===== src/rtl/if_prefetch_stage_pkg.sv =====
// Shared types for the instruction-fetch prefetch stage.
package if_pkg;

    typedef struct packed {
        logic [31:0] instr;
        logic [31:0] pc;
        logic        br_pred;
    } fetch_entry_t;

    typedef enum logic [1:0] {
        IDLE,
        REQ,
        KILL
    } fetch_state_e;

endpackage


===== src/rtl/if_prefetch_stage_if.sv =====
// Fetch-stage bus: icache read port plus the IF/ID handshake.
interface if_prefetch_stage_if;

    logic        mem_req_o;
    logic [31:0] mem_addr_o;
    logic        mem_valid_i;
    logic [31:0] mem_data_i;
    logic        valid_o;
    logic        ack_i;
    logic [31:0] instr_o;
    logic [31:0] pc_o;
    logic        br_pred_o;

    modport master (
        output mem_req_o,
        output mem_addr_o,
        input  mem_valid_i,
        input  mem_data_i,
        output valid_o,
        input  ack_i,
        output instr_o,
        output pc_o,
        output br_pred_o
    );

    modport slave (
        input  mem_req_o,
        input  mem_addr_o,
        output mem_valid_i,
        output mem_data_i,
        input  valid_o,
        output ack_i,
        input  instr_o,
        input  pc_o,
        input  br_pred_o
    );

endinterface


===== src/rtl/if_prefetch_stage_fifo.sv =====
// Circular prefetch queue; clear wins over push/pop.
module fetch_fifo #(
    parameter int  DEPTH = 4,
    parameter type T     = logic [31:0]
) (
    input  logic                   clk,
    input  logic                   rstn_i,
    input  logic                   clear,
    input  logic                   push,
    input  logic                   pop,
    input  T                       din,
    output T                       head,
    output logic [$clog2(DEPTH):0] count
);

    localparam int AW = $clog2(DEPTH);
    localparam int CW = AW + 1;

    T              mem [DEPTH];
    logic [AW-1:0] rd_q;
    logic [AW-1:0] wr_q;

    always_ff @(posedge clk or negedge rstn_i) begin
        if (!rstn_i) begin
            rd_q  <= '0;
            wr_q  <= '0;
            count <= '0;
            for (int i = 0; i < DEPTH; i++) begin
                mem[i] <= '0;
            end
        end else if (clear) begin
            rd_q  <= '0;
            wr_q  <= '0;
            count <= '0;
        end else begin
            if (push) begin
                mem[wr_q] <= din;
                wr_q      <= wr_q + 1'b1;
            end
            if (pop) begin
                rd_q <= rd_q + 1'b1;
            end
            count <= count + CW'(push) - CW'(pop);
        end
    end

    assign head = mem[rd_q];

endmodule


===== src/rtl/if_prefetch_stage.sv =====
// Instruction fetch with prefetch queue, one request in flight,
// static branch prediction and stale-response killing.
module if_prefetch_stage
    import if_pkg::*;
#(
    parameter int          DEPTH    = 4,
    parameter logic [31:0] RESET_PC = 32'h0000_0000,
    parameter bit          BP_EN    = 1'b1
) (
    input  logic                   clk,
    input  logic                   rstn_i,
    input  logic                   flush_i,
    input  logic                   branch_i,
    input  logic [31:0]            pc_i,
    input  logic                   halt_i,
    output logic [31:0]            bp_instr_o,
    output logic [31:0]            bp_pc_o,
    input  logic                   bp_taken_i,
    input  logic [31:0]            bp_target_i,
    output logic [$clog2(DEPTH):0] count_o,
    output logic [31:0]            dbg_pc_o,
    if_prefetch_stage_if.master    bus
);

    localparam int CW = $clog2(DEPTH) + 1;

    fetch_state_e  state_q;
    fetch_state_e  state_d;
    logic [31:0]   pc_q;
    logic [31:0]   pc_d;
    logic [31:0]   kill_q;
    logic [31:0]   kill_d;
    logic [31:0]   mem_addr;
    logic          redirect;
    logic          taken;
    logic          push;
    logic          pop;
    logic [CW-1:0] count;
    logic [CW-1:0] cnt_post;
    fetch_entry_t  din;
    fetch_entry_t  head;

    assign redirect = flush_i | branch_i;
    assign taken    = BP_EN & bp_taken_i;
    assign push     = (state_q == REQ) && bus.mem_valid_i && !redirect;
    assign pop      = bus.ack_i && (count != '0) && !redirect;
    assign cnt_post = count + CW'(push) - CW'(pop);

    assign din = '{instr: bus.mem_data_i, pc: pc_q, br_pred: taken};

    always_comb begin
        state_d = state_q;
        pc_d    = pc_q;
        kill_d  = kill_q;
        if (redirect) begin
            pc_d    = pc_i;
            state_d = IDLE;
            // the in-flight request cannot be aborted, so its response is dropped
            if ((state_q != IDLE) && !bus.mem_valid_i) begin
                state_d = KILL;
            end
            if ((state_q == REQ) && !bus.mem_valid_i) begin
                kill_d = pc_q;
            end
        end else begin
            unique case (state_q)
                IDLE: begin
                    if (!halt_i && (count < CW'(DEPTH))) begin
                        state_d = REQ;
                    end
                end
                REQ: begin
                    if (bus.mem_valid_i) begin
                        pc_d    = taken ? bp_target_i : pc_q + 32'd4;
                        state_d = (!halt_i && (cnt_post < CW'(DEPTH))) ? REQ : IDLE;
                    end
                end
                KILL: begin
                    if (bus.mem_valid_i) begin
                        state_d = IDLE;
                    end
                end
                default: state_d = IDLE;
            endcase
        end
    end

    always_ff @(posedge clk or negedge rstn_i) begin
        if (!rstn_i) begin
            state_q <= IDLE;
            pc_q    <= RESET_PC;
            kill_q  <= '0;
        end else begin
            state_q <= state_d;
            pc_q    <= pc_d;
            kill_q  <= kill_d;
        end
    end

    fetch_fifo #(
        .DEPTH (DEPTH),
        .T     (fetch_entry_t)
    ) u_fifo (
        .clk    (clk),
        .rstn_i (rstn_i),
        .clear  (redirect),
        .push   (push),
        .pop    (pop),
        .din    (din),
        .head   (head),
        .count  (count)
    );

    assign mem_addr       = (state_q == KILL) ? kill_q : pc_q;
    assign bus.mem_req_o  = (state_q != IDLE);
    assign bus.mem_addr_o = mem_addr;
    assign bus.valid_o    = (count != '0);
    assign bus.instr_o    = head.instr;
    assign bus.pc_o       = head.pc;
    assign bus.br_pred_o  = head.br_pred;
    assign bp_instr_o     = bus.mem_data_i;
    assign bp_pc_o        = mem_addr;
    assign count_o        = count;
    assign dbg_pc_o       = pc_q;

endmodule


===== src/flat_wrapper.sv =====
// flat-port wrapper written by rule: the top's interface ports become plain ports
module if_prefetch_stage_flat import if_pkg::*;
#(
    parameter int          DEPTH    = 4,
    parameter logic [31:0] RESET_PC = 32'h0000_0000,
    parameter bit          BP_EN    = 1'b1
)
  (clk, rstn_i, flush_i, branch_i, pc_i, halt_i, bp_instr_o, bp_pc_o, bp_taken_i, bp_target_i, count_o, dbg_pc_o, bus_mem_req_o, bus_mem_addr_o, bus_mem_valid_i, bus_mem_data_i, bus_valid_o, bus_ack_i, bus_instr_o, bus_pc_o, bus_br_pred_o);
  if_prefetch_stage_if bus_i ();
  input  logic clk;
  input  logic rstn_i;
  input  logic flush_i;
  input  logic branch_i;
  input  logic [31:0] pc_i;
  input  logic halt_i;
  output logic [31:0] bp_instr_o;
  output logic [31:0] bp_pc_o;
  input  logic bp_taken_i;
  input  logic [31:0] bp_target_i;
  output logic [$clog2(DEPTH):0] count_o;
  output logic [31:0] dbg_pc_o;
  output wire logic [$bits(bus_i.mem_req_o)-1:0] bus_mem_req_o;
  output wire logic [$bits(bus_i.mem_addr_o)-1:0] bus_mem_addr_o;
  input wire logic [$bits(bus_i.mem_valid_i)-1:0] bus_mem_valid_i;
  input wire logic [$bits(bus_i.mem_data_i)-1:0] bus_mem_data_i;
  output wire logic [$bits(bus_i.valid_o)-1:0] bus_valid_o;
  input wire logic [$bits(bus_i.ack_i)-1:0] bus_ack_i;
  output wire logic [$bits(bus_i.instr_o)-1:0] bus_instr_o;
  output wire logic [$bits(bus_i.pc_o)-1:0] bus_pc_o;
  output wire logic [$bits(bus_i.br_pred_o)-1:0] bus_br_pred_o;
  assign bus_mem_req_o = bus_i.mem_req_o;
  assign bus_mem_addr_o = bus_i.mem_addr_o;
  assign bus_i.mem_valid_i = bus_mem_valid_i;
  assign bus_i.mem_data_i = bus_mem_data_i;
  assign bus_valid_o = bus_i.valid_o;
  assign bus_i.ack_i = bus_ack_i;
  assign bus_instr_o = bus_i.instr_o;
  assign bus_pc_o = bus_i.pc_o;
  assign bus_br_pred_o = bus_i.br_pred_o;
  if_prefetch_stage #(.DEPTH(DEPTH), .RESET_PC(RESET_PC), .BP_EN(BP_EN)) u_core (.clk(clk), .rstn_i(rstn_i), .flush_i(flush_i), .branch_i(branch_i), .pc_i(pc_i), .halt_i(halt_i), .bp_instr_o(bp_instr_o), .bp_pc_o(bp_pc_o), .bp_taken_i(bp_taken_i), .bp_target_i(bp_target_i), .count_o(count_o), .dbg_pc_o(dbg_pc_o), .bus(bus_i));
endmodule

===== config.mk =====
export PLATFORM = sky130hd
export DESIGN_NAME = if_prefetch_stage_flat
export DESIGN_NICKNAME = d
export VERILOG_FILES = /design/src/rtl/if_prefetch_stage_pkg.sv /design/src/rtl/if_prefetch_stage_if.sv /design/src/rtl/if_prefetch_stage_fifo.sv /design/src/rtl/if_prefetch_stage.sv /design/src/flat_wrapper.sv
export SDC_FILE = /design/constraint.sdc
export NUM_CORES = 1
export LEC_CHECK = 0
export ABC_AREA = 0
export CAP_MARGIN = 20
export CORE_MARGIN = 5
export CORE_UTILIZATION = 25
export CTS_BUF_LIST = sky130_fd_sc_hd__clkbuf_4 sky130_fd_sc_hd__clkbuf_8 sky130_fd_sc_hd__clkbuf_16
export DETAILED_ROUTE_END_ITERATION = 8
export GPL_TIMING_DRIVEN = 0
export RECOVER_POWER = 50
export SYNTH_ARGS = -nofsm -noshare
export SYNTH_HDL_FRONTEND = slang
export SYNTH_SLANG_ARGS = --single-unit

===== constraint.sdc =====
create_clock -name clk -period 2.7 [get_ports clk]
set_input_delay 0.54 -clock clk [delete_from_list [all_inputs] [get_ports clk]]
set_output_delay 0.54 -clock clk [all_outputs]
set_load 0.02 [all_outputs]

==> results of run 1 <==
through the flow:
stage	area, µm²	utilization
3_3_place_gp	20020	0.3173
3_5_place_dp	20080	0.3183
2_1_floorplan	15960	-
4_1_cts	21780	0.3453
6_report	21720	0.3443
5_1_grt	21720	0.3443
layer usage:
layer	vias to the layer above	global-route usage
met4	2	0.03406
met1	5734	0.1958
met3	65	0.03576
li1	4998	-
met2	330	0.2426
met5	-	0
state kept, by name, indices dropped and copies added, names as in the netlist:
signal	cells
u_core.u_fifo.mem	260
u_core.u_fifo.count	3
u_core.u_fifo.wr_q	2
u_core.u_fifo.rd_q	2
u_core.kill_q	32
u_core.dbg_pc_o	32
u_core.state_q	2
cell usage after synthesis (2+ instances only):
cell type and number:
dfrtp_1 333, mux2_2 290, nand2_1 84, buf_4 66
mux4_2 65, o21ai_0 57, clkbuf_1 54, a21oi_1 52
nand3_1 31, nor2_1 22, buf_1 20, buf_2 19
xnor2_1 19, xor2_1 12, o21ai_1 11, inv_1 10
nor3_1 8, ha_1 7, o211ai_1 5, or3_1 5
nand4_1 4, mux2i_1 3, nor4_1 3, and3_1 2
and4_1 2, buf_6 2, nand3b_1 2, nor4_2 2
or2_2 2
power by group:
part           internal [mW]  switching, mW
clock network           3.51           2.18
registers               5.38          0.241
logic                   1.23           1.39
cell families (layout without fill, tap and decap cells):
family | count (synthesis) | count (layout)
AO/OA/AOI/OAI | 129 | 129
XOR/XNOR | 31 | 31
adder cells (fa/ha/maj) | 8 | 8
buffers and inverters | 173 | 564
flip-flops | 333 | 333
multiplexers | 358 | 358
other | 0 | 1
AND/OR/NAND/NOR | 178 | 178
path summary, 6_finish.rpt:
| kind | start | endpoint | slack (ps) | depth (start not counted) |
|---|---|---|---|---|
| min in group clk | u_core.u_fifo.mem[19] | u_core.u_fifo.mem[19] | 480 | 2 |
| min | rstn_i | u_core.u_fifo.mem[183] | 430 | 1 |
| max in group asynchronous | rstn_i | u_core.u_fifo.mem[20] | 540 | 2 |
| min reg2reg | u_core.u_fifo.mem[19] | u_core.u_fifo.mem[19] | 480 | 2 |
| max reg2reg | u_core.u_fifo.count[1] | u_core.state_q[0] | 90 | 13 |
| max | u_core.u_fifo.rd_q[0] | bus_instr_o[26] | -10 | 6 |
placed cells by master (no fill, tap or decap), types with 3 or more instances in the layout:
master           netlist  final
nor2_1                22     22
dfrtp_1              333    330
xor2_1                12     11
inv_1                 10     10
bufinv_16              0      4
mux4_2                65     65
o211ai_1               5      5
clkinv_2               0      5
clkdlybuf4s15_2        0      3
nor4_1                 3      3
a21oi_1               52     52
dfrtp_2                0      3
clkbuf_1              54     38
or3_1                  5      4
clkbuf_2               1     28
clkbuf_8               0     15
clkbuf_4               0      7
buf_1                 20     12
clkdlybuf4s50_1        0    170
buf_6                  2     29
nand3_1               31     31
buf_16                 0      5
o21ai_0               57     52
xnor2_1               19     19
clkbuf_16              0     43
nor3_1                 8      8
ha_1                   7      7
nand4_1                4      4
mux2_2               290    279
o21ai_1               11     11
o21ai_4                0      5
buf_2                 19     71
nand2_1               84     84
mux2i_1                3      3
buf_4                 66     93
buf_12                 0     12
dlygate4sd2_1          0     12
mux2_4                 0     11
layout make-up:
type                            count  area share
Buffer                            155     0.05231
Clock buffer                       57     0.05594
Sequential cell                   333      0.3839
Timing Repair Buffer              327      0.1345
Clock inverter                     14    0.008584
Multi-Input combinational cell    704      0.3141
Tap cell                          846     0.04874
Inverter                           11    0.001901
Antenna cell                        1   0.0001152
worst max-delay path: stages, from the launching register on:
cell	delay (ps)
dfrtp_2	470
buf_16	170
buf_12	110
buf_16	120
buf_6	90
mux4_2	490
buf_6	150
timing repair:
item / in CTS / in global routing
cloned: 3 / 1
pin swaps: 1 / 1
hold buffers: 0 / 0
buffers inserted: 16 / 7
endpoints found under the setup margin: 151 / 78
hold endpoints to repair: 0 / 0
resized for setup: 482 / 123
==> summary.txt, run 1 <==
Outcome
  • Outcome: finished, violations left
  • Violated checks: capacitance limit, slew limit, setup timing

Timing
  • Max Slew Vio Count: 116
  • Clk_skew: 13.27 ps
  • Highest clock rate: 368.9 MHz
  • RSZ-0062 raised after global routing: true
  • Worst Tran Pin Value: 1676 ps
  • Endpoints failing hold: 0
  • Final Cycle Share: 1.004
  • Setup WS post-layout: -10.90 ps
  • Final setup vio count: 1
  • Crit path time final: 2711 ps
  • Worst hold margin: 432.5 ps
  • Worst rel slew slack: -0.1176
  • Setup_tns: -10.90 ps

Clock tree
  • Later-pin clock latency in the skew report: 550 ps
  • CTS tree: yes
  • CTS Buf Count: 40
  • Clock Tree Buf Depth: 3
  • Root buffer cell: clkbuf_16
  • CTS clock-pin slew for the worst setup and hold paths: 60 ps
  • H-tree depth reported by CTS: 2
  • TritonCTS sink count: 333

Finish
  • Fill cells: 6269
  • P&R area growth vs syn: 36.18%
  • Share of cells above drive strength 1: 0.4366
  • Multi-input logic area: 6822 µm²
  • Layout Nets: 1684
  • Final Non-Filler Cells: 2448
  • Flip-flop and latch area: 8337 µm²

Synth
  • Ys async rst share: 1.000
  • Syn Std Cell Area: 15950 µm²
  • Top cell type's share of synthesized area: 0.5225
  • Synth Net Count: 1322
  • Sequential share of the synthesized area: 0.5225
  • Yosys reg bits: 333
  • Netlist cell types: 47
  • Cells after Synth: 1210
  • Synth Area in Simple Gates: 0.05445
  • EDFF count, synth: 0
  • Mux cell area share after synthesis: 0.2984
  • Synth Warn #: 0
  • Post-synth top area cell: dfrtp_1
  • Synthesized area per cell: 13.18 µm²
  • Synth Area in Compound Gates: 0.04205
  • Largest family of logic cells by synthesized area: multiplexers
  • Adder-Cell Fraction of Synth Area: 0.006747
  • Synth Area in XOR/XNOR: 0.01702
  • Top cells by area, synth: dfrtp_1 (52%), mux2_2 (20%), mux4_2 (9.2%), buf_4 (3.1%), nand2_1 (2.0%)
  • Synth Flop Type: dfrtp_1

Detailed routing
  • DRT antenna net count: 0
  • Initial DRC count: 566
  • Drt wl/cell: 21.12 µm
  • M1 WL: 23230 µm
  • Residual DRC: 0
  • TritonRoute pass-1 iters: 4
  • Wire length on met2: 24500 µm
  • Vias: 11129
  • Drt total wl: 51710 µm
  • Top sig layer: met5
  • Drt via density: 4.546
  • WL met3: 3073 µm

Floorplanning
  • Core area: 63080 µm²
  • I/O pins: 302
  • Row count: 92
  • Die width: 262.6 µm
  • Initial Util: 0.2528
  • Chip Height: 262.6 µm
  • Die ar.: 68940 µm²

Global routing
  • Gr ovfl total: 0
  • Initial antenna violation count: 2
  • Global-route wire length before repair: 78790 µm
  • Vias in the first global route: 12237
  • All-layer global routing usage: 0.1467
  • Largest net degree at the start of global routing: 123

Power
  • Total power: 13.93 mW
  • Cell area power density: 641.5 nW/µm²
  • Lkg Pwr: 9.878 nW
  • Peak supply drop: 0.3417 mV

Run
  • Max_cap viols: 1

Place
  • Final Wtd Congestion: 0.8325
  • Setup WS pre-CTS: -806.9 ps
  • Cell Count Post-Placement: 2358
  • IO Port Bufs: 300
  • Final HPWL DP: 37250 µm

Critical path
  • CP Launch Type: register
  • Crit Path Category: reg -> out
  • Crit Path Max Fanout: 7
  • Req. time, crit path: 2160 ps
  • CP arrival: 2170 ps
  • Crit. End Element: output port

Hold path
  • Hold Crit Class: in -> async
Note: power is estimated with default switching activity, not from simulation.
==> inputs of run 2 (changes only) <==
--- a/config.mk
+++ b/config.mk
@@ -6,8 +6,7 @@
 export NUM_CORES = 1
 export LEC_CHECK = 0
 export ABC_AREA = 0
-export CAP_MARGIN = 20
-export CORE_MARGIN = 5
+export CORE_ASPECT_RATIO = 0.7
 export CORE_UTILIZATION = 25
 export CTS_BUF_LIST = sky130_fd_sc_hd__clkbuf_4 sky130_fd_sc_hd__clkbuf_8 sky130_fd_sc_hd__clkbuf_16
 export DETAILED_ROUTE_END_ITERATION = 8
==> summary.txt, run 2 (synthesis results as in run 1) <==
Floorplanning
  • I/O pins: 302 (unchanged)
  • Core area: 63100 µm² (about the same)
  • Initial Util: 0.2527 (about the same)
  • Row count: 77 (-16%)
  • Die ar.: 64820 µm² (-6.0%)
  • Chip Height: 213.3 µm (-19%)
  • Die width: 303.9 µm (+16%)

Detailed routing
  • Vias: 11300 (+1.5%)
  • TritonRoute pass-1 iters: 7 (+3)
  • Drt via density: 4.652 (+2.3%)
  • DRT antenna net count: 0 (unchanged)
  • Drt wl/cell: 21.19 µm (+0.33%)
  • Drt total wl: 51480 µm (-0.44%)
  • Residual DRC: 6 (+6)
  • Initial DRC count: 592 (+4.6%)

Power
  • Cell area power density: 642.1 nW/µm² (about the same)
  • Total power: 13.90 mW (-0.24%)
  • Lkg Pwr: 9.795 nW (-0.84%)
  • Peak supply drop: 0.3434 mV (+0.49%)

Finish
  • Share of cells above drive strength 1: 0.4268 (-0.009819)
  • Multi-input logic area: 6777 µm² (-0.66%)
  • Layout Nets: 1679 (-0.30%)
  • Fill cells: 6197 (-1.1%)
  • Flip-flop and latch area: 8337 µm² (unchanged)
  • Max reg flops: 260 (unchanged)
  • Commonest cells after routing, fill and taps aside: dfrtp_1 (330), mux2_2 (288), clkdlybuf4s50_1 (169), buf_4 (95), nand2_1 (84)
  • Commonest non-fill, non-tap cell in the layout: dfrtp_1
  • Largest Register: u_core.u_fifo.mem
  • Post-layout util: 0.3431 (-0.001240)
  • P&R area growth vs syn: 35.74%

Critical path
  • Launching point of the worst reg2reg path: u_core.state_q[0]
  • Worst path top cell family by delay: buffers and inverters
  • Critical path depth in cells: 7 (+1)
  • Critical Path Slowest Stage Cell: buf_1
  • Crit-path cells: buf_4 > nand3b_1 > nor2_4 > buf_4 > nand2_1 > buf_1 > mux2_2
  • Most used cell, CP: buf_4
  • Reg2Reg Setup Slack: 7 ps (-80 ps)
  • Buf/Inv on CP: 3 (-2)
  • End point of the critical path: u_core.u_fifo.mem[98]
  • R2R Path End: u_core.u_fifo.mem[98]
  • Crit Path Max Fanout: 10 (+3)
  • Req. time, crit path: 3130 ps (+970 ps)
  • Worst Setup SP: u_core.state_q[0]
  • CP max stage delay: 710 ps (+220 ps)
  • CP Launch Type: register
  • CP arrival: 3120 ps (+950 ps)
  • R2r worst-path depth: 7 (-6)
  • Crit. End Element: register
  • Crit Path Category: reg -> reg

Timing
  • Crit path time final: 2693 ps (-17.47 ps)
  • Final Cycle Share: 0.9976 (-0.006471)
  • Setup WS post-layout: 6.575 ps (+17.47 ps)
  • Worst hold margin: 475.3 ps (+42.74 ps)
  • RSZ-0062 raised after global routing: true
  • Final setup vio count: 0 (-1)
  • Worst Tran Pin Value: 1511 ps (-165.5 ps)
  • Clk_skew: 30.72 ps (+17.45 ps)
  • Setup_tns: 0 ps (+10.90 ps)
  • Worst rel slew slack: -0.007261 (+0.1104)
  • Highest clock rate: 371.3 MHz (+0.65%)
  • Max Slew Vio Count: 51 (-56%)
  • Endpoints failing hold: 0 (unchanged)

Global routing
  • Initial antenna violation count: 3 (+1)
  • Vias in the first global route: 11646 (-4.8%)
  • Gr ovfl total: 0 (unchanged)
  • Global-route wire length before repair: 75730 µm (-3.9%)
  • Largest net degree at the start of global routing: 115 (-6.5%)
  • All-layer global routing usage: 0.1570 (+0.01035)

Hold path
  • Hold Crit Class: reg -> reg

Clock tree
  • Root buffer cell: clkbuf_16
  • Clock Tree Buf Depth: 3 (unchanged)
  • CTS Buf Count: 40 (unchanged)
  • TritonCTS sink count: 333 (unchanged)
  • Later-pin clock latency in the skew report: 570 ps (+20 ps)
  • H-tree depth reported by CTS: 2 (unchanged)
  • CTS tree: yes
  • CTS clock-pin slew for the worst setup and hold paths: 60 ps (about the same)

Outcome
  • Outcome: finished, violations left
  • Violated checks: DRC, capacitance limit, slew limit

Run
  • Max_cap viols: 1 (unchanged)

Place
  • Final HPWL DP: 36730 µm (-1.4%)
  • Final Wtd Congestion: 0.8306 (-0.23%)
  • IO Port Bufs: 300 (unchanged)
  • Setup WS pre-CTS: -807.6 ps (-0.7550 ps)
[run 2: changes by cell type in the layout (fill, tap and decap cells not counted), moves of 3 or more]
cell | before | now
buf_6 | 29 | 7
buf_2 | 71 | 55
clkdlybuf4s15_2 | 3 | 19
buf_12 | 12 | 8
dlygate4sd2_1 | 12 | 5
mux2_2 | 279 | 288
mux2_4 | 11 | 2
clkdlybuf4s15_1 | 1 | 25
clkinv_2 | 5 | 11
buf_1 | 12 | 9
clkbuf_2 | 28 | 31
[run 2: worst min path at each step]
stage / slack (ps) / cells past startpoint / start / to
2_1_floorplan: 240 / 0 / rstn_i / u_core.dbg_pc_o[0]
3_3_place_gp: 460 / 2 / u_core.u_fifo.mem[214] / u_core.u_fifo.mem[214]
3_5_place_dp: 470 / 2 / u_core.u_fifo.mem[17] / u_core.u_fifo.mem[17]
4_1_cts: 480 / 2 / u_core.u_fifo.mem[17] / u_core.u_fifo.mem[17]
5_1_grt: 510 / 1 / u_core.u_fifo.mem[74] / u_core.u_fifo.mem[74]
6_report: 480 / 2 / u_core.u_fifo.mem[17] / u_core.u_fifo.mem[17]
[run 2: repair_timing]
action	4_1_cts	5_1_grt
gates cloned	0	3
hold endpoints to repair	49	0
setup buffers	12	3
gates resized for setup	431	98
endpoints found under the setup margin	170	87
pin swaps	1	2
hold buffers	1	0
[run 2: where the power goes]
group | total, mW | internal, mW | switching (mW) | leakage [nW]
clock network | 5.66 | 3.42 | 2.24 | 0.694
registers | 5.61 | 5.38 | 0.235 | 4.45
logic | 2.63 | 1.24 | 1.39 | 4.65
total | 13.9 | 10.0 | 3.87 | 9.79
[run 2: tightest hold or removal path, cell delays in order (launching register included)]
cell     delay [ps]
dfrtp_1         340
nand2_1          40
o21ai_0          60
[run 2: metrics by stage]
stage          cells  cell area (µm²)
4_1_cts         2423            21740
6_report        2429            21650
5_1_grt         2427            21640
2_1_floorplan   1210            15960
3_5_place_dp    2342            20080
3_3_place_gp    2339            20000
[run 2: final cells by class]
type / instances / area share
antenna: 2 / 0.0002312
buffer: 155 / 0.05167
clock buffer: 53 / 0.05358
clock inverter: 20 / 0.01011
inverter: 11 / 0.001907
multi-input combinational: 704 / 0.3130
sequential: 333 / 0.3851
tap: 829 / 0.04791
timing repair buffer: 322 / 0.1365
[run 2: metal layers]
layer  GRT usage  part of all wire  vias up
met5           0           0.00027        -
met4     0.04288             0.021        2
met3     0.03663             0.062       74
met2      0.2387              0.44      349
met1      0.2232              0.47     5871
li1            -                 -     5004
==> inputs of run 3 (changes only) <==
--- a/config.mk
+++ b/config.mk
@@ -11,6 +11,7 @@
 export CTS_BUF_LIST = sky130_fd_sc_hd__clkbuf_4 sky130_fd_sc_hd__clkbuf_8 sky130_fd_sc_hd__clkbuf_16
 export DETAILED_ROUTE_END_ITERATION = 8
 export GPL_TIMING_DRIVEN = 0
+export PLACE_DENSITY_LB_ADDON = 0.25
 export RECOVER_POWER = 50
 export SYNTH_ARGS = -nofsm -noshare
 export SYNTH_HDL_FRONTEND = slang
==> constraint.sdc (replaced) <==
create_clock -name clk -period 2.95 [get_ports clk]
set_input_delay 0.59 -clock clk [delete_from_list [all_inputs] [get_ports clk]]
set_output_delay 0.59 -clock clk [all_outputs]
set_load 0.02 [all_outputs]
==> summary.txt, run 3 (synthesis results as in run 1) <==
Finish
  • Largest Register: u_core.u_fifo.mem
  • Fill cells: 6238 (+0.66%)
  • Share of cells above drive strength 1: 0.3722 (-0.05460)
  • Final Non-Filler Cells: 2427 (-0.082%)
  • Commonest non-fill, non-tap cell in the layout: dfrtp_1
  • Layout Nets: 1682 (+0.18%)
  • Commonest cells after routing, fill and taps aside: dfrtp_1 (330), mux2_2 (290), clkdlybuf4s50_1 (145), dlygate4sd2_1 (85), nand2_1 (84)
  • P&R area growth vs syn: 34.94%
  • Max reg flops: 260 (unchanged)

Floorplanning
  • Core area: 63100 µm² (unchanged)
  • I/O pins: 302 (unchanged)
  • Chip Height: 213.3 µm (unchanged)
  • Initial Util: 0.2527 (unchanged)
  • Die width: 303.9 µm (unchanged)
  • Row count: 77 (unchanged)
  • Die ar.: 64820 µm² (unchanged)

Critical path
  • Crit. End Element: output port
  • CP arrival: 2310 ps (-810 ps)
  • Crit Path Category: reg -> out
  • Req. time, crit path: 2360 ps (-770 ps)
  • Crit Path Max Fanout: 10 (unchanged)
  • Crit-path cells: nor2b_4 > clkbuf_8 > mux2_2 > clkdlybuf4s50_1
  • CP Launch Type: register
  • Critical Path Slowest Stage Cell: clkdlybuf4s50_1
  • CP max stage delay: 540 ps (-170 ps)

Place
  • Cell Count Post-Placement: 2341 (-0.043%)
  • Final Wtd Congestion: 0.7790 (-6.2%)
  • IO Port Bufs: 300 (unchanged)
  • Setup WS pre-CTS: -837.0 ps (-29.36 ps)
  • Final HPWL DP: 36060 µm (-1.8%)

Timing
  • Worst Tran Pin Value: 2443 ps (+931.8 ps)
  • RSZ-0062 raised after global routing: false
  • Endpoints failing hold: 0 (unchanged)
  • Final Cycle Share: 0.9834
  • Final setup vio count: 0 (unchanged)
  • Max Slew Vio Count: 103 (+100%)
  • Highest clock rate: 344.7 MHz
  • Clk_skew: 20.90 ps (-9.817 ps)
  • Crit path time final: 2901 ps
  • Worst rel slew slack: -0.6285 (-0.6212)
  • Setup WS post-layout: 48.91 ps (+42.34 ps)

Clock tree
  • CTS tree: yes
  • CTS clock-pin slew for the worst setup and hold paths: 60 ps (about the same)
  • Root buffer cell: clkbuf_16
  • CTS Buf Count: 38 (-5.0%)
  • CTS Hold Bufs: 0 (-1)
  • Later-pin clock latency in the skew report: 550 ps (-20 ps)
  • Clock Tree Buf Depth: 3 (unchanged)
  • H-tree depth reported by CTS: 2 (unchanged)
  • TritonCTS sink count: 333 (unchanged)

Run
  • Max_cap viols: 1 (unchanged)

Global routing
  • Vias in the first global route: 11515 (-1.1%)
  • Largest net degree at the start of global routing: 119 (+3.5%)
  • Gr ovfl total: 0 (unchanged)
  • Initial antenna violation count: 5 (+2)
  • Global-route wire length before repair: 75580 µm (-0.20%)
  • All-layer global routing usage: 0.1572 (+0.0001868)

Detailed routing
  • Drt wl/cell: 20.99 µm (-0.95%)
  • DRT antenna net count: 0 (unchanged)
  • TritonRoute pass-1 iters: 4 (-3)
  • Drt via density: 4.594 (-1.3%)
  • Residual DRC: 0 (-6)
  • Initial DRC count: 504 (-15%)
  • Drt total wl: 50950 µm (-1.0%)
  • Vias: 11149 (-1.3%)

Power
  • Lkg Pwr: 9.826 nW (+0.31%)
  • Cell area power density: 574.5 nW/µm² (-11%)
  • Peak supply drop: 0.2929 mV (-15%)

Outcome
  • Violated checks: capacitance limit, slew limit
  • Outcome: finished, violations left

Hold path
  • Hold Crit Class: reg -> reg
-- run 3: per-stage QoR --
| step | power [mW] | util | instance area (µm²) | hold WS (ps) | setup TNS (ps) |
|---|---|---|---|---|---|
| 5_1_grt | 12.93 | 0.3410 | 21520 | 504.0 | 0 |
| 3_3_place_gp | 7.741 | 0.3167 | 19990 | 456.2 | -4685120 |
| 3_5_place_dp | 7.772 | 0.3177 | 20050 | 466.1 | -164570 |
| 6_report | 12.36 | 0.3410 | 21520 | 474.3 | 0 |
| 4_1_cts | 12.60 | 0.3399 | 21450 | 122.2 | -249.8 |
| 2_1_floorplan | 6.487 | - | 15950 | 294.4 | 0 |
-- run 3: power by group --
group / leakage, nW / total [mW] / internal (mW) / switching, mW
clock network: 0.637 / 4.91 / 2.94 / 1.97
logic: 4.74 / 2.33 / 1.10 / 1.23
registers: 4.45 / 5.12 / 4.92 / 0.200
total: 9.83 / 12.4 / 8.96 / 3.40
-- run 3: worst paths after layout --
check	from	to	slack, ps	cells past startpoint
hold / removal	u_core.u_fifo.mem[93]	u_core.u_fifo.mem[93]	470	2
max in group asynchronous	rstn_i	u_core.kill_q[19]	520	2
min in group asynchronous	rstn_i	u_core.u_fifo.mem[250]	790	1
hold reg to reg	u_core.u_fifo.mem[93]	u_core.u_fifo.mem[93]	470	2
setup reg to reg	u_core.state_q[0]	u_core.u_fifo.mem[129]	130	7
setup / recovery	u_core.state_q[0]	bp_pc_o[11]	50	4
-- run 3: what timing repair did --
action / 4_1_cts / 5_1_grt
setup endpoints to repair: 141 / 43
pin swaps: 0 / 1
resized for setup: 284 / 24
buffers inserted: 15 / 7
-- run 3: per-layer routing --
layer	part of all wire	wire, µm	global-route usage
met1	0.47	24080	0.2184
met2	0.46	23200	0.2481
met3	0.055	2785	0.03583
met4	0.016	836	0.03798
met5	0.00077	39	0
-- run 3: worst max-delay path: cells and delay by family (launching register included) --
kind	cells	cell delay, ps
buf+inv	2	760
flops	1	450
mux	1	390
simple gates	1	160
-- run 3: layout make-up --
| class | instances | area [µm²] | share of cell area |
|---|---|---|---|
| antenna | 2 | 5.005 | 0.0002326 |
| buffer | 158 | 1062 | 0.04936 |
| clock buffer | 53 | 1131 | 0.05256 |
| clock inverter | 13 | 155.1 | 0.007209 |
| inverter | 11 | 41.29 | 0.001919 |
| multi-input combinational | 704 | 6719 | 0.3122 |
| sequential | 333 | 8337 | 0.3874 |
| tap | 829 | 1037 | 0.04820 |
| timing repair buffer | 324 | 3033 | 0.1409 |
